### config.mk
export PLATFORM = sky130hd
export DESIGN_NAME = axi_txn_launcher_flat
export DESIGN_NICKNAME = d
export VERILOG_FILES = /design/src/rtl/axi_txn_launcher_if.sv /design/src/rtl/axi_txn_launcher.sv /design/src/flat_wrapper.sv
export SDC_FILE = /design/constraint.sdc
export NUM_CORES = 1
export LEC_CHECK = 0
export BUFFER_PORTS_ARGS = -buffer_cell sky130_fd_sc_hd__buf_2
export CAP_MARGIN = 0
export CORE_MARGIN = 2
export CORE_UTILIZATION = 47
export DETAILED_ROUTE_END_ITERATION = 12
export PLACE_DENSITY = 0.64
export SYNTH_ARGS = -nofsm -noshare
export SYNTH_HDL_FRONTEND = slang
export SYNTH_SLANG_ARGS = --single-unit
### constraint.sdc
create_clock -name AXI_ACLK -period 4.3 [get_ports AXI_ACLK]
set_clock_uncertainty 0.05 [all_clocks]
set_input_delay 0.86 -clock AXI_ACLK [delete_from_list [all_inputs] [get_ports AXI_ACLK]]
set_output_delay 0.86 -clock AXI_ACLK [all_outputs]
set_load 0.03 [all_outputs]
### src/rtl/axi_txn_launcher_if.sv
// Bundle between axi_txn_launcher and its controller/consumer: run control,
// axi_full_top completion feedback, and the launch pulse/status outputs.
interface axi_txn_launcher_if #(
  parameter int unsigned CNT_W = 8
);
  logic             START;
  logic             TXN_DONE;
  logic             TXN_ERROR;
  logic             INIT_AXI_TXN;
  logic             BUSY;
  logic             ALL_DONE;
  logic             FAIL;
  logic             TIMEOUT;
  logic [CNT_W-1:0] TXN_COUNT;

  modport master (
    input  START, TXN_DONE, TXN_ERROR,
    output INIT_AXI_TXN, BUSY, ALL_DONE, FAIL, TIMEOUT, TXN_COUNT
  );

  modport slave (
    output START, TXN_DONE, TXN_ERROR,
    input  INIT_AXI_TXN, BUSY, ALL_DONE, FAIL, TIMEOUT, TXN_COUNT
  );
endinterface

### src/rtl/axi_txn_launcher.sv
// Launches NUM_TXN INIT_AXI_TXN pulses toward axi_full_top per START and gathers
// a pass/fail result. Define TXN_TIMEOUT_EN to add the per-transaction watchdog.
module axi_txn_launcher #(
  parameter int unsigned NUM_TXN        = 4,
  parameter int unsigned INIT_PULSE_W   = 2,
  parameter int unsigned GAP_CYCLES     = 16,
  parameter int unsigned TIMEOUT_CYCLES = 4096,
  parameter int unsigned CNT_W          = 8
) (
  input  logic             AXI_ACLK,
  input  logic             AXI_ARESETN,
  axi_txn_launcher_if.master bus
);

  localparam int unsigned PW = $clog2(INIT_PULSE_W + 1);
  localparam int unsigned GW = (GAP_CYCLES > 0) ? $clog2(GAP_CYCLES + 1) : 1;

  typedef enum logic [2:0] {
    S_IDLE,
    S_PULSE,
    S_WAIT_DONE,
    S_GAP,
    S_FINISH
  } state_t;

  state_t           r_state,  w_state;
  logic [PW-1:0]    r_pcnt,   w_pcnt;
  logic [GW-1:0]    r_gcnt,   w_gcnt;
  logic [CNT_W-1:0] r_cnt,    w_cnt;
  logic             r_init,   w_init;
  logic             r_busy,   w_busy;
  logic             r_all,    w_all;
  logic             r_fail,   w_fail;
  logic             r_done_q;
  logic             w_done_edge;
  logic [CNT_W-1:0] w_cnt_inc;

`ifdef TXN_TIMEOUT_EN
  localparam int unsigned WW = $clog2(TIMEOUT_CYCLES + 1);
  logic [WW-1:0]    r_wdog,   w_wdog;
  logic             r_to,     w_to;
`endif

  assign w_done_edge = bus.TXN_DONE & ~r_done_q;
  assign w_cnt_inc   = r_cnt + 1'b1;

  always_comb begin
    w_state = r_state;
    w_pcnt  = r_pcnt;
    w_gcnt  = r_gcnt;
    w_cnt   = r_cnt;
    w_init  = r_init;
    w_busy  = r_busy;
    w_all   = r_all;
    w_fail  = r_fail;
`ifdef TXN_TIMEOUT_EN
    w_wdog  = r_wdog;
    w_to    = r_to;
`endif
    case (r_state)
      S_IDLE: begin
        if (bus.START) begin
          w_state = S_PULSE;
          w_init  = 1'b1;
          w_pcnt  = PW'(1);
          w_busy  = 1'b1;
          w_all   = 1'b0;
          w_fail  = 1'b0;
          w_cnt   = '0;
`ifdef TXN_TIMEOUT_EN
          w_to    = 1'b0;
`endif
        end
      end
      S_PULSE: begin
        // r_pcnt already counts the cycle in which the pulse went high
        if (r_pcnt == PW'(INIT_PULSE_W)) begin
          w_state = S_WAIT_DONE;
          w_init  = 1'b0;
`ifdef TXN_TIMEOUT_EN
          w_wdog  = '0;
`endif
        end else begin
          w_pcnt = r_pcnt + 1'b1;
        end
      end
      S_WAIT_DONE: begin
        if (w_done_edge) begin
          w_cnt = w_cnt_inc;
          if (bus.TXN_ERROR) w_fail = 1'b1;
          if (w_cnt_inc == CNT_W'(NUM_TXN)) begin
            w_state = S_FINISH;
          end else if (GAP_CYCLES == 0) begin
            w_state = S_PULSE;
            w_init  = 1'b1;
            w_pcnt  = PW'(1);
          end else begin
            w_state = S_GAP;
            w_gcnt  = '0;
          end
        end
`ifdef TXN_TIMEOUT_EN
        // A completion in the expiry cycle takes priority over the timeout
        else if (r_wdog == WW'(TIMEOUT_CYCLES - 1)) begin
          w_to    = 1'b1;
          w_fail  = 1'b1;
          w_state = S_FINISH;
        end else begin
          w_wdog = r_wdog + 1'b1;
        end
`endif
      end
      S_GAP: begin
        if (r_gcnt == GW'(GAP_CYCLES)) begin
          w_state = S_PULSE;
          w_init  = 1'b1;
          w_pcnt  = PW'(1);
        end else begin
          w_gcnt = r_gcnt + 1'b1;
        end
      end
      S_FINISH: begin
        w_all   = 1'b1;
        w_busy  = 1'b0;
        w_state = S_IDLE;
      end
      default: w_state = S_IDLE;
    endcase
  end

  always_ff @(posedge AXI_ACLK or negedge AXI_ARESETN) begin
    if (!AXI_ARESETN) begin
      r_state  <= S_IDLE;
      r_pcnt   <= '0;
      r_gcnt   <= '0;
      r_cnt    <= '0;
      r_init   <= 1'b0;
      r_busy   <= 1'b0;
      r_all    <= 1'b0;
      r_fail   <= 1'b0;
      r_done_q <= 1'b0;
`ifdef TXN_TIMEOUT_EN
      r_wdog   <= '0;
      r_to     <= 1'b0;
`endif
    end else begin
      r_state  <= w_state;
      r_pcnt   <= w_pcnt;
      r_gcnt   <= w_gcnt;
      r_cnt    <= w_cnt;
      r_init   <= w_init;
      r_busy   <= w_busy;
      r_all    <= w_all;
      r_fail   <= w_fail;
      r_done_q <= bus.TXN_DONE;
`ifdef TXN_TIMEOUT_EN
      r_wdog   <= w_wdog;
      r_to     <= w_to;
`endif
    end
  end

  assign bus.INIT_AXI_TXN = r_init;
  assign bus.BUSY         = r_busy;
  assign bus.ALL_DONE     = r_all;
  assign bus.FAIL         = r_fail;
  assign bus.TXN_COUNT    = r_cnt;
`ifdef TXN_TIMEOUT_EN
  assign bus.TIMEOUT      = r_to;
`else
  assign bus.TIMEOUT      = 1'b0;
`endif

endmodule

### src/flat_wrapper.sv
// flat-port wrapper written by rule: the top's interface ports become plain ports
module axi_txn_launcher_flat 
#(
  parameter int unsigned NUM_TXN        = 4,
  parameter int unsigned INIT_PULSE_W   = 2,
  parameter int unsigned GAP_CYCLES     = 16,
  parameter int unsigned TIMEOUT_CYCLES = 4096,
  parameter int unsigned CNT_W          = 8
)
  (AXI_ACLK, AXI_ARESETN, bus_START, bus_TXN_DONE, bus_TXN_ERROR, bus_INIT_AXI_TXN, bus_BUSY, bus_ALL_DONE, bus_FAIL, bus_TIMEOUT, bus_TXN_COUNT);
  axi_txn_launcher_if #(.CNT_W(CNT_W)) bus_i ();
  input  logic AXI_ACLK;
  input  logic AXI_ARESETN;
  input wire logic [$bits(bus_i.START)-1:0] bus_START;
  input wire logic [$bits(bus_i.TXN_DONE)-1:0] bus_TXN_DONE;
  input wire logic [$bits(bus_i.TXN_ERROR)-1:0] bus_TXN_ERROR;
  output wire logic [$bits(bus_i.INIT_AXI_TXN)-1:0] bus_INIT_AXI_TXN;
  output wire logic [$bits(bus_i.BUSY)-1:0] bus_BUSY;
  output wire logic [$bits(bus_i.ALL_DONE)-1:0] bus_ALL_DONE;
  output wire logic [$bits(bus_i.FAIL)-1:0] bus_FAIL;
  output wire logic [$bits(bus_i.TIMEOUT)-1:0] bus_TIMEOUT;
  output wire logic [$bits(bus_i.TXN_COUNT)-1:0] bus_TXN_COUNT;
  assign bus_i.START = bus_START;
  assign bus_i.TXN_DONE = bus_TXN_DONE;
  assign bus_i.TXN_ERROR = bus_TXN_ERROR;
  assign bus_INIT_AXI_TXN = bus_i.INIT_AXI_TXN;
  assign bus_BUSY = bus_i.BUSY;
  assign bus_ALL_DONE = bus_i.ALL_DONE;
  assign bus_FAIL = bus_i.FAIL;
  assign bus_TIMEOUT = bus_i.TIMEOUT;
  assign bus_TXN_COUNT = bus_i.TXN_COUNT;
  axi_txn_launcher #(.NUM_TXN(NUM_TXN), .INIT_PULSE_W(INIT_PULSE_W), .GAP_CYCLES(GAP_CYCLES), .TIMEOUT_CYCLES(TIMEOUT_CYCLES), .CNT_W(CNT_W)) u_core (.AXI_ACLK(AXI_ACLK), .AXI_ARESETN(AXI_ARESETN), .bus(bus_i));
endmodule
## Yosys cells after proc, flatten, opt, wreduce, memory -nomap -nowiden

Index checks and enable logic that the tools add are counted.

- Register bits after elaboration: 23
- Bits of input ports: 5
- Output and inout bits: 13
- Logic and storage cells: 68

- Add/subtract/negate cells: 3
- Equal/unequal tests: 15
- Mux-type cells: 27
- Bitwise logic cells: 2
- Reductions and logical operators: 12

Operator list:

| kind | count |
|---|---|
| 4-bit AND reduction | 5 |
| 8-bit two-way mux | 2 |
| 8-bit one-hot mux with 2 select lines | 1 |
| 3-bit two-way mux | 5 |
| 5-bit two-way mux | 3 |
| 3-bit one-hot mux with 4 select lines | 1 |
| 2-bit inequality test (second input constant) | 5 |
| 5-bit one-hot mux with 2 select lines | 1 |
| 8-bit by 1-bit adder with 8-bit output (second input constant) | 1 |
| 8-bit by 3-bit == test with 1-bit output (second input constant) | 1 |
| 3-bit by 2-bit == test with 1-bit output (second input constant) | 2 |
| 1-bit two-way mux | 6 |
| 2-bit two-way mux | 3 |
| 2-bit by 1-bit inequality test with 1-bit output (second input constant) | 3 |
| 1-bit one-hot mux with 2 select lines | 3 |
| 2-bit one-hot mux with 3 select lines | 1 |
| 2-bit nonzero test | 3 |
| 5-bit by 1-bit adder with 5-bit output (second input constant) | 1 |
| 5-bit == test (second input constant) | 1 |
| 3-bit by 1-bit == test with 1-bit output (second input constant) | 1 |
| 3-bit == test (second input constant) | 1 |
| 3-bit logical NOT | 1 |
| 1-bit one-hot mux with 3 select lines | 1 |
| 3-bit AND reduction | 1 |
| other kinds (6) | 6 |

## Depth between registers and ports, before layout

Gate-level depths: netlist of the first run.

- Word-level depth: 5
- Gate-level depth with buffers: 7

## Worst setup path before layout of the first run

Ideal clock, no wire load.

- Kind: in2reg
- Start: in bus_TXN_DONE
- End: reg u_core.r_gcnt[2]
- Library setup time: 0.087 ns
- Arrival: 1.692 ns
- Required time: 4.163 ns
- Slack: 2.472 ns
- Stages on the path: 6
- Path buffers: 1
- Path through: and3b_1 -> and2_0 -> buf_2 -> a21oi_1 -> o21ai_2 -> o211ai_1

- Word-level cells in the longest chain between the ends: 3

RTL lines:

| element | RTL line | text |
|---|---|---|
| start: declaration | flat_wrapper.sv:15 | `input wire logic [$bits(bus_i.TXN_DONE)-1:0] bus_TXN_DONE;` |
| 1-bit bitwise AND | axi_txn_launcher.sv:44 | `assign w_done_edge = bus.TXN_DONE & ~r_done_q;` |
| 2-bit by 1-bit inequality test with 1-bit output (no line) | - |  |
| 4-bit AND reduction (no line) | - |  |
| end signal: assignment | axi_txn_launcher.sv:149 | `r_gcnt <= w_gcnt;` |
| end: declaration | axi_txn_launcher.sv:28 | `logic [GW-1:0] r_gcnt, w_gcnt;` |

Every way passes these cells.
A chain may end at the register's enable or synchronous reset.

## Final worst setup path of the first run

- Start: reg u_core.r_cnt[0], in the netlist u_core.bus.TXN_COUNT[0]
- End: out bus_TXN_COUNT[0]

RTL lines:

| element | RTL line | text |
|---|---|---|
| start: declaration | axi_txn_launcher.sv:29 | `logic [CNT_W-1:0] r_cnt, w_cnt;` |
| start signal: assignment | axi_txn_launcher.sv:150 | `r_cnt <= w_cnt;` |
| end: declaration | flat_wrapper.sv:22 | `output wire logic [$bits(bus_i.TXN_COUNT)-1:0] bus_TXN_COUNT;` |

No word-level cell between the ends.

==> flow_summary_export.csv, run 1 <==
group,metric,value,unit
outcome,outcome,"finished, final reports clean",
worst_setup_path,worst-path-buf-inv,1,
sta,max_freq,0.509,GHz
synthesis,synthAdderAreaFrac,0.0397,
routing,vias,998,
synthesis,synth-xor-area-share,0.0208,
floorplanning,core,2500,sq um
clock_tree,cts_root_buf,"clkbuf_4",
floorplanning,die_h,55.8,um
routing,antenna_left,0,
synthesis,ys_types,36,
power,total_power,0.791,mW
sta,tightest_slew,0.514,ns
power,ir_worst_vdd,305,uV
clock_tree,cts_resized,0,
min_path,whs_path_depth,1,
synthesis,synthesis.area,1260,sq um
sta,setup_tns,0,ns
synthesis,yosysWarningCount,0,
synthesis,syn_area_per_cell,9.21,sq um
worst_setup_path,crit_chain,"buf_2",
layout,area_growth,8.14,%
synthesis,synth_top_family_by_area,"simple AND/OR/NAND/NOR gates",
synthesis,syn_inst,137,
routing,drt-vias-per-instance,5.51,
clock_tree,hold_buffers,0,
floorplanning,rows,18,
sta,maxSlewViolCount,0,
placement,gp_congestion,0.822,
grt,grt.busiest_layer,"met2",
clock_tree,cts_buffer_depth,2,
worst_setup_path,critPathTopFamily,"flip-flops",
clock_tree,cts.reportedPaths.clkPinSlew,0.12,ns
grt,grt_pass1_vias,982,
layout,diodes,0,
sta,fin_crit_sh,0.457,
sta,holdWs,0.436,ns
floorplanning,io-pin-count,18,
worst_setup_path,cp.depth,1,
synthesis,yosys_register_bits,23,
floorplanning,start_util,0.505,
layout,drive_gt1_frac,0.172,
worst_setup_path,cp_max_fo,7,
synthesis,ys_seq_area_frac,0.456,
sta,hold_viol,0,
worst_setup_path,cp-start-kind,"flop",
worst_setup_path,required,3.39,ns
routing,drtIter0Drc,30,
grt,gr-usage-met2,0.293,
worst_setup_path,cp_slowest_cell,"dfrtp_1",
worst_setup_path,path_class,"reg2out",
routing,drc,0,
worst_setup_path,cp_slowest_stage_delay,0.50,ns
flow_run,maxCapViolations,0,
clock_tree,cts_num_sinks,23,
grt,grt_pass1_wl,4240,um
grt,overflow,0,
clock_tree,clk-insertion-delay-late,0.31,ns
floorplanning,fp.dieW,55.8,um
routing,dr.pass1.iters,4,
synthesis,synth_mux_area_frac,0.00794,
worst_setup_path,reg2regPathDepth,4,
worst_setup_path,critPathCaptureType,"output port",
sta,post-route-min-period,1.96,ns
layout,fill_cells,240,
placement,dp_hpwl,1760,um
synthesis,syn_nets,146,
worst_setup_path,ff2ff_setup_slack,2.51,ns
synthesis,synthSimpleGateAreaFrac,0.239,
sta,slew_headroom,0.658,
clock_tree,cts.htree.levels,1,
worst_setup_path,cp.arrival,1.05,ns
power,powerDensity,580,nW/um^2
grt,antenna_found_initial,0,
routing,drt_wl_total,2370,um
power,cellLeakagePower,0.643,nW
sta,rsz0062_at_grt,"no",
grt,grt_use_total,0.167,
clock_tree,cts_tree,"done",
grt,use_met1,0.214,
layout,final_nets,161,
clock_tree,cts_buffers,3,
synthesis,synth_compound_area_frac,0.177,
clock_tree,post-cts-setup-buffers,0,
floorplanning,die_area,3110,sq um
routing,avgRoutedWirePerCell,13.1,um
grt,gr-usage-met3,0.0209,
placement,io_buffer_count,16,
min_path,hold_path_class,"reg2reg",
grt,grt_max_degree,24,
sta,finalSetupViolCount,0,
-- final cells by class --
cell class / count / area (sq um) / area share
Multi-Input combinational cell: 100 / 614 / 0.450
Sequential cell: 23 / 576 / 0.422
Timing Repair Buffer: 16 / 80.1 / 0.0587
Tap cell: 30 / 37.5 / 0.0275
Inverter: 8 / 30.0 / 0.0220
Clock buffer: 4 / 26.3 / 0.0193
-- state kept, by name (all words and copies together) (netlist names) --
signal and count:
u_core.bus.ALL_DONE 1, u_core.r_state 3, u_core.r_pcnt 2, u_core.r_done_q 1, u_core.r_gcnt 5, u_core.bus.FAIL 1
u_core.bus.TXN_COUNT 8, u_core.bus.INIT_AXI_TXN 1, u_core.bus.BUSY 1
-- cell usage after synthesis (all sizes together) --
master   n  area [sq um]
dfrtp   23           576
nand2   16          60.1
nor2    15          63.8
o21ai   14          73.8
nand3   10          50.1
inv      8          30.0
a21oi    7          35.0
buf      6          41.3
ha       4          50.1
a211oi   3          22.5
a21o     3          22.5
nor2b    3          18.8
xor2     3          26.3
a31oi    2          12.5
nand2b   2          12.5
nand3b   2          15.0
o31ai    2          15.0
a221oi   1          8.76
and2     1          6.26
and3b    1          8.76
and4     1          11.3
and4bb   1          12.5
conb     1          3.75
mux2i    1          10.0
nand4    1          21.3
nor4     1          6.26
o211ai   1          7.51
o311ai   1          16.3
o41ai    1          8.76
or2      1          8.76
or3      1          6.26
-- cells by family (layout without fill, tap and decap cells) --
family,after synthesis,count (layout)
XOR/XNOR,3,3
adder cells (fa/ha/maj),4,4
flip-flops,23,23
buffers and inverters,14,28
AO/OA/AOI/OAI,35,35
AND/OR/NAND/NOR,56,56
multiplexers,1,1
other,1,1
-- per-stage QoR --
stage                util  instances  area [sq um]  setup WS [ns]
floorplan               -        137          1260           2.47
global placement    0.535        177          1340           2.26
detailed placement  0.535        177          1340           2.19
CTS                 0.546        181          1360           2.33
global route        0.546        181          1360           2.26
finish              0.546        181          1360           2.34
-- routing by layer --
metal  routed length, um  part of all wire  vias up
met3                  53             0.022        2
met1                1150              0.48      476
met4                  12            0.0051        0
met2                1160              0.49       12
li1                    -                 -      508
met5                   0                 0        -
-- placed cells by master (no fill, tap or decap), types with 2 or more instances in the layout --
master	netlist	routed
xor2_1	3	3
o21ai_0	11	11
a211oi_1	3	3
clkbuf_4	0	3
dfrtp_1	23	23
nand3_1	10	10
a31oi_1	2	2
o21ai_1	2	2
a21o_1	3	3
a21oi_1	7	7
nor2b_1	3	3
nand3b_1	2	2
buf_2	3	16
inv_1	8	8
nand2_1	16	16
ha_1	4	4
nand2b_1	2	2
nor2_1	14	14
o31ai_1	2	2
-- final timing paths --
kind,startpoint,end
max,u_core.bus.TXN_COUNT[0],bus_TXN_COUNT[0]
min,u_core.r_gcnt[4],u_core.r_gcnt[4]
max reg2reg,u_core.r_state[1],u_core.r_gcnt[3]
min reg2reg,u_core.r_gcnt[4],u_core.r_gcnt[4]
max in group asynchronous,AXI_ARESETN,u_core.r_gcnt[4]
min in group asynchronous,AXI_ARESETN,u_core.bus.TXN_COUNT[4]
-- power by group --
| part | switching [mW] | internal (mW) | total, mW |
|---|---|---|---|
| sequential | 0.0827 | 0.284 | 0.366 |
| clock | 0.0625 | 0.0362 | 0.0987 |
| combinational | 0.204 | 0.122 | 0.326 |
| total | 0.349 | 0.442 | 0.791 |
No activity file was read; power rests on OpenSTA's default activity.
==> run 2, diff against run 1 <==
- PLACE_DENSITY: 0.64 -> 0.66
- clock period: 4.3 -> 1.6 ns (I/O delays scaled with it)
==> run 2 against run 1 <==
The run now ends with negative setup slack left. Worst setup slack worse by 2.4 ns. Design area grew 14%. Worst hold slack worse by 0.36 ns. Wire length grew 13%. Flip-flop and latch count did not move. Critical endpoint is now u_core.r_state[1].
==> flow_summary_export.csv, run 2 (same netlist as run 1, synthesis figures left out) <==
group,metric,value,unit
routing,drt_wl_total,2680,um
worst_setup_path,path_class,"reg2reg",
floorplanning,die_h,55.8,um
routing,avgRoutedWirePerCell,13.4,um
power,total_power,2.38,mW
sta,slew_headroom,0.655,
routing,drc,0,
worst_setup_path,r2r-start,"u_core.bus.TXN_COUNT[3]",
worst_setup_path,crit_chain,"nor4_2 > nand3b_1 > or2_4 > o311ai_2 > o21ai_1",
layout,regArea,582,sq um
worst_setup_path,critPathCaptureType,"flop",
clock_tree,cts_num_sinks,23,
power,powerDensity,1530,nW/um^2
layout,instances_no_fill,200,
outcome,violations,"negative setup slack",
placement,io_buffer_count,16,
worst_setup_path,cp-start-kind,"flop",
clock_tree,cts_buffers,3,
routing,antenna_left,0,
min_path,hold_path_class,"in2reg",
clock_tree,cts_root_buf,"clkbuf_4",
layout,drive_gt1_frac,0.341,
grt,overflow,0,
min_path,hold_end,"u_core.r_done_q",
grt,grt_pass1_vias,1056,
routing,drtIter0Drc,33,
worst_setup_path,ff2ff_setup_slack,-0.03,ns
min_path,whs_path_depth,1,
flow_run,maxCapViolations,0,
sta,maxSlewViolCount,0,
sta,finalWorstSetupSlack,-0.0253,ns
layout,final_nets,180,
clock_tree,cts.htree.levels,1,
layout,layout_common_cells,"18 x buf_4, 18 x dfrtp_1, 16 x nand2_1, 16 x buf_2, 14 x nor2_1",
placement,dp.cells,191,
placement,dp_hpwl,1960,um
floorplanning,rows,18,
clock_tree,cts_buffer_depth,2,
worst_setup_path,cp_slowest_stage_delay,0.43,ns
sta,tightest_slew,0.518,ns
routing,drt-vias-per-instance,5.47,
placement,pre_cts_slack,-0.0264,ns
grt,antenna_found_initial,0,
power,cellLeakagePower,0.745,nW
worst_setup_path,cp_slowest_cell,"dfrtp_2",
floorplanning,io-pin-count,18,
layout,largest_reg_flops,8,
clock_tree,cts_tree,"done",
layout,fill_cells,223,
clock_tree,cts.reportedPaths.clkPinSlew,0.14,ns
grt,grt_pass1_wl,4490,um
min_path,hp-start,"bus_TXN_DONE",
worst_setup_path,cp.arrival,1.78,ns
worst_setup_path,r2r-end,"u_core.r_state[1]",
sta,max_freq,0.615,GHz
floorplanning,core,2500,sq um
grt,grt_use_total,0.179,
power,ir_worst_vdd,1010,uV
sta,post-route-min-period,1.63,ns
clock_tree,clk-insertion-delay-late,0.32,ns
sta,fin_crit_sh,1.02,
worst_setup_path,reg2regPathDepth,5,
floorplanning,die_area,3110,sq um
layout,multiInputGateArea,653,sq um
floorplanning,fp.dieW,55.8,um
sta,hold_viol,0,
outcome,outcome,"complete, but fails checks",
routing,vias,1093,
worst_setup_path,cp_max_fo,3,
grt,grt_max_degree,24,
routing,dr.pass1.iters,4,
placement,gp_congestion,0.805,
sta,rsz0062_at_grt,"yes",
worst_setup_path,required,1.75,ns
layout,area_growth,23.3,%
sta,finalSetupViolCount,1,
sta,setup_tns,-0.0253,ns
layout,diodes,0,
floorplanning,start_util,0.505,
==> run 2: cell types whose count changed in the layout (fill, tap and decap cells not counted), sizes merged <==
cell	delta
buf	+18
clkbuf	-1
clkinv	+1
dlygate4sd3	+1
==> run 2: critical path, delay by kind of cell, from the launching register on <==
| kind | cells | cell delay (ns) |
|---|---|---|
| and+or+nand+nor | 3 | 0.68 |
| DFF | 1 | 0.43 |
| AOI/OAI and AO/OA | 2 | 0.35 |
==> run 2: how the worst max path moves through the flow <==
stage / from / to / slack [ns] / cells past startpoint
after floorplan: u_core.bus.TXN_COUNT[2] / u_core.r_state[0] / 0.02 / 5
after global placement: u_core.bus.TXN_COUNT[2] / u_core.r_state[1] / -0.1 / 5
after detailed placement: u_core.bus.TXN_COUNT[2] / u_core.r_state[0] / -0.03 / 5
after CTS: u_core.bus.TXN_COUNT[3] / u_core.r_gcnt[1] / 0.02 / 6
after global routing: u_core.bus.TXN_COUNT[3] / u_core.r_state[1] / -0.09 / 5
final: u_core.bus.TXN_COUNT[3] / u_core.r_state[1] / -0.03 / 5
==> run 2: per-stage QoR <==
stage | area (sq um) | util | hold WS, ns
global placement | 1450 | 0.580 | 0.278
global route | 1560 | 0.622 | 0.0666
floorplan | 1270 | - | -0.0256
detailed placement | 1450 | 0.580 | 0.278
finish | 1560 | 0.622 | 0.0733
CTS | 1510 | 0.602 | 0.0638
==> run 2: report_power, final <==
part / switching, mW / leakage [nW] / internal [mW] / total [mW]
clock network: 0.183 / 0.0177 / 0.0935 / 0.276
logic: 0.720 / 0.444 / 0.487 / 1.21
registers: 0.132 / 0.284 / 0.768 / 0.900
total: 1.03 / 0.745 / 1.35 / 2.38
==> run 2: routing by layer <==
| metal | wire (um) | part of all wire | GRT usage |
|---|---|---|---|
| met5 | 0 | 0 | 0 |
| met3 | 96 | 0.036 | 0.0233 |
| met2 | 1240 | 0.46 | 0.318 |
| met1 | 1320 | 0.49 | 0.229 |
| met4 | 26 | 0.0097 | 0.0453 |
==> run 2: layout make-up <==
| class | count | share of cell area |
|---|---|---|
| repair buffers | 35 | 0.145 |
| inverters | 8 | 0.0193 |
| clock inverters | 1 | 0.00322 |
| well taps | 30 | 0.0241 |
| clock buffers | 3 | 0.0145 |
| flip-flops and latches | 23 | 0.374 |
| multi-input cells | 100 | 0.420 |
==> run 2: timing repair <==
| action | CTS | global route |
|---|---|---|
| gates cloned | 0 | 0 |
| resized for setup | 2 | 10 |
| pin swaps | 1 | 4 |
| hold buffers | 1 | 0 |
| endpoints found under the hold margin | 23 | 0 |
| endpoints found under the setup margin | 2 | 13 |
| setup buffers | 1 | 3 |
==> run 3, diff against run 2 <==
- RECOVER_POWER: not set -> 50
==> run 3 against run 2 <==
The flow still finishes with violations (negative setup slack). Non-clock buffer count unchanged. Wire length about the same. Largest power group unchanged. Sequential share of layout area is the same. Die area stayed put. Global-route usage is the same. Largest cell class unchanged. Sequential power hardly changed. Worst setup slack gained 0.00062 ns. Fmax about the same. Via count hardly changed. Critical path type unchanged.
==> flow_summary_export.csv, run 3 (same netlist as run 1, synthesis figures left out) <==
group,metric,value,unit
outcome,outcome,"complete, but fails checks",
outcome,violations,"negative setup slack",
placement,dp.cells,191,
clock_tree,cts_buffer_depth,2,
placement,dp_hpwl,1960,um
clock_tree,clk-insertion-delay-late,0.32,ns
floorplanning,die_h,55.8,um
grt,grt_use_total,0.179,
grt,grt_pass1_vias,1056,
layout,diodes,0,
sta,fin_crit_sh,1.02,
layout,area_growth,23.3,%
sta,tightest_slew,0.576,ns
worst_setup_path,cp_max_fo,3,
power,ir_worst_vdd,1010,uV
worst_setup_path,cp_slowest_cell,"dfrtp_2",
routing,drt_wl_total,2670,um
floorplanning,rows,18,
routing,drt-vias-per-instance,5.47,
clock_tree,cts_tree,"done",
sta,hold_viol,0,
routing,drc,0,
routing,drtIter0Drc,33,
clock_tree,cts_num_sinks,23,
layout,final_nets,180,
worst_setup_path,crit_chain,"nor4_2 > nand3b_1 > or2_4 > o311ai_2 > o21ai_1",
sta,rsz0062_at_grt,"yes",
grt,antenna_found_initial,0,
layout,layout_common_cells,"18 x buf_4, 18 x dfrtp_1, 16 x nand2_1",
sta,max_freq,0.616,GHz
routing,avgRoutedWirePerCell,13.4,um
floorplanning,io-pin-count,18,
clock_tree,cts_buffers,3,
routing,antenna_left,0,
grt,grt_max_degree,24,
sta,maxSlewViolCount,0,
worst_setup_path,required,1.75,ns
min_path,hp-start,"bus_TXN_DONE",
grt,overflow,0,
floorplanning,start_util,0.505,
clock_tree,cts.reportedPaths.clkPinSlew,0.14,ns
grt,grt_pass1_wl,4490,um
worst_setup_path,r2r-start,"u_core.bus.TXN_COUNT[3]",
sta,slew_headroom,0.616,
layout,design_area,1560,sq um
floorplanning,fp.dieW,55.8,um
layout,largest_reg_flops,8,
worst_setup_path,cp-start-kind,"flop",
placement,pre_cts_slack,-0.0264,ns
worst_setup_path,critPathCaptureType,"flop",
layout,instances_no_fill,200,
placement,gp_congestion,0.805,
placement,io_buffer_count,16,
min_path,hold_path_class,"in2reg",
worst_setup_path,cp.arrival,1.78,ns
routing,vias,1094,
layout,fill_cells,223,
worst_setup_path,cp_slowest_stage_delay,0.43,ns
worst_setup_path,crit_start,"u_core.bus.TXN_COUNT[3]",
flow_run,maxCapViolations,0,
power,powerDensity,1530,nW/um^2
sta,finalWorstSetupSlack,-0.0247,ns
clock_tree,cts.htree.levels,1,
floorplanning,core,2500,sq um
sta,finalSetupViolCount,1,
placement,place_area,1450,sq um
power,cellLeakagePower,0.745,nW
sta,post-route-min-period,1.62,ns
routing,dr.pass1.iters,4,
sta,setup_tns,-0.0247,ns
floorplanning,die_area,3110,sq um
worst_setup_path,path_class,"reg2reg",
clock_tree,cts_root_buf,"clkbuf_4",
layout,drive_gt1_frac,0.341,
run 3: stage by stage:
stage               power [mW]   util  hold slack [ns]
floorplan                 1.66      -          -0.0256
global placement          1.97  0.580            0.278
detailed placement        2.02  0.580            0.278
CTS                       2.32  0.602           0.0638
global route              2.58  0.622           0.0666
finish                    2.38  0.622           0.0733
run 3: final timing paths:
check / slack (ns) / cells past startpoint / endpoint
hold reg to reg: 0.45 / 1 / u_core.r_gcnt[4]
hold / removal: 0.07 / 1 / u_core.r_done_q
setup reg to reg: -0.02 / 5 / u_core.r_state[1]
setup / recovery: -0.02 / 5 / u_core.r_state[1]
min in group asynchronous: 0.46 / 2 / u_core.r_gcnt[3]
max in group asynchronous: 0.63 / 2 / u_core.bus.TXN_COUNT[4]
run 3: power breakdown:
group	total [mW]	switching (mW)	internal (mW)
clock network	0.276	0.182	0.0935
logic	1.21	0.720	0.487
registers	0.900	0.132	0.768
run 3: metal layers:
| metal | wire [um] | vias to the layer above | GRT usage |
|---|---|---|---|
| li1 | - | 543 | - |
| met1 | 1310 | 516 | 0.229 |
| met2 | 1240 | 31 | 0.318 |
| met3 | 99 | 4 | 0.0233 |
| met4 | 26 | 0 | 0.0453 |
| met5 | 0 | - | 0 |
run 3: area by class of cell:
cell class                 count  area, sq um  share of cell area
timing repair buffer          35          225               0.145
clock buffer                   3         22.5              0.0145
sequential                    23          582               0.374
inverter                       8         30.0              0.0193
tap                           30         37.5              0.0241
multi-input combinational    100          653               0.420
clock inverter                 1         5.00             0.00322
run 3: timing repair:
| item | 4_1_cts | 5_1_grt |
|---|---|---|
| gates resized for setup | 2 | 10 |
| setup buffers | 1 | 3 |
| hold buffers | 1 | 0 |
| pin swaps | 1 | 4 |
| setup endpoints to repair | 2 | 13 |
| hold endpoints to repair | 23 | 0 |
run 3: worst max-delay path: cells and delay by family, from the launching register on:
kind	cells	cell delay [ns]
DFF	1	0.43
AOI/OAI and AO/OA	2	0.35
and+or+nand+nor	3	0.68
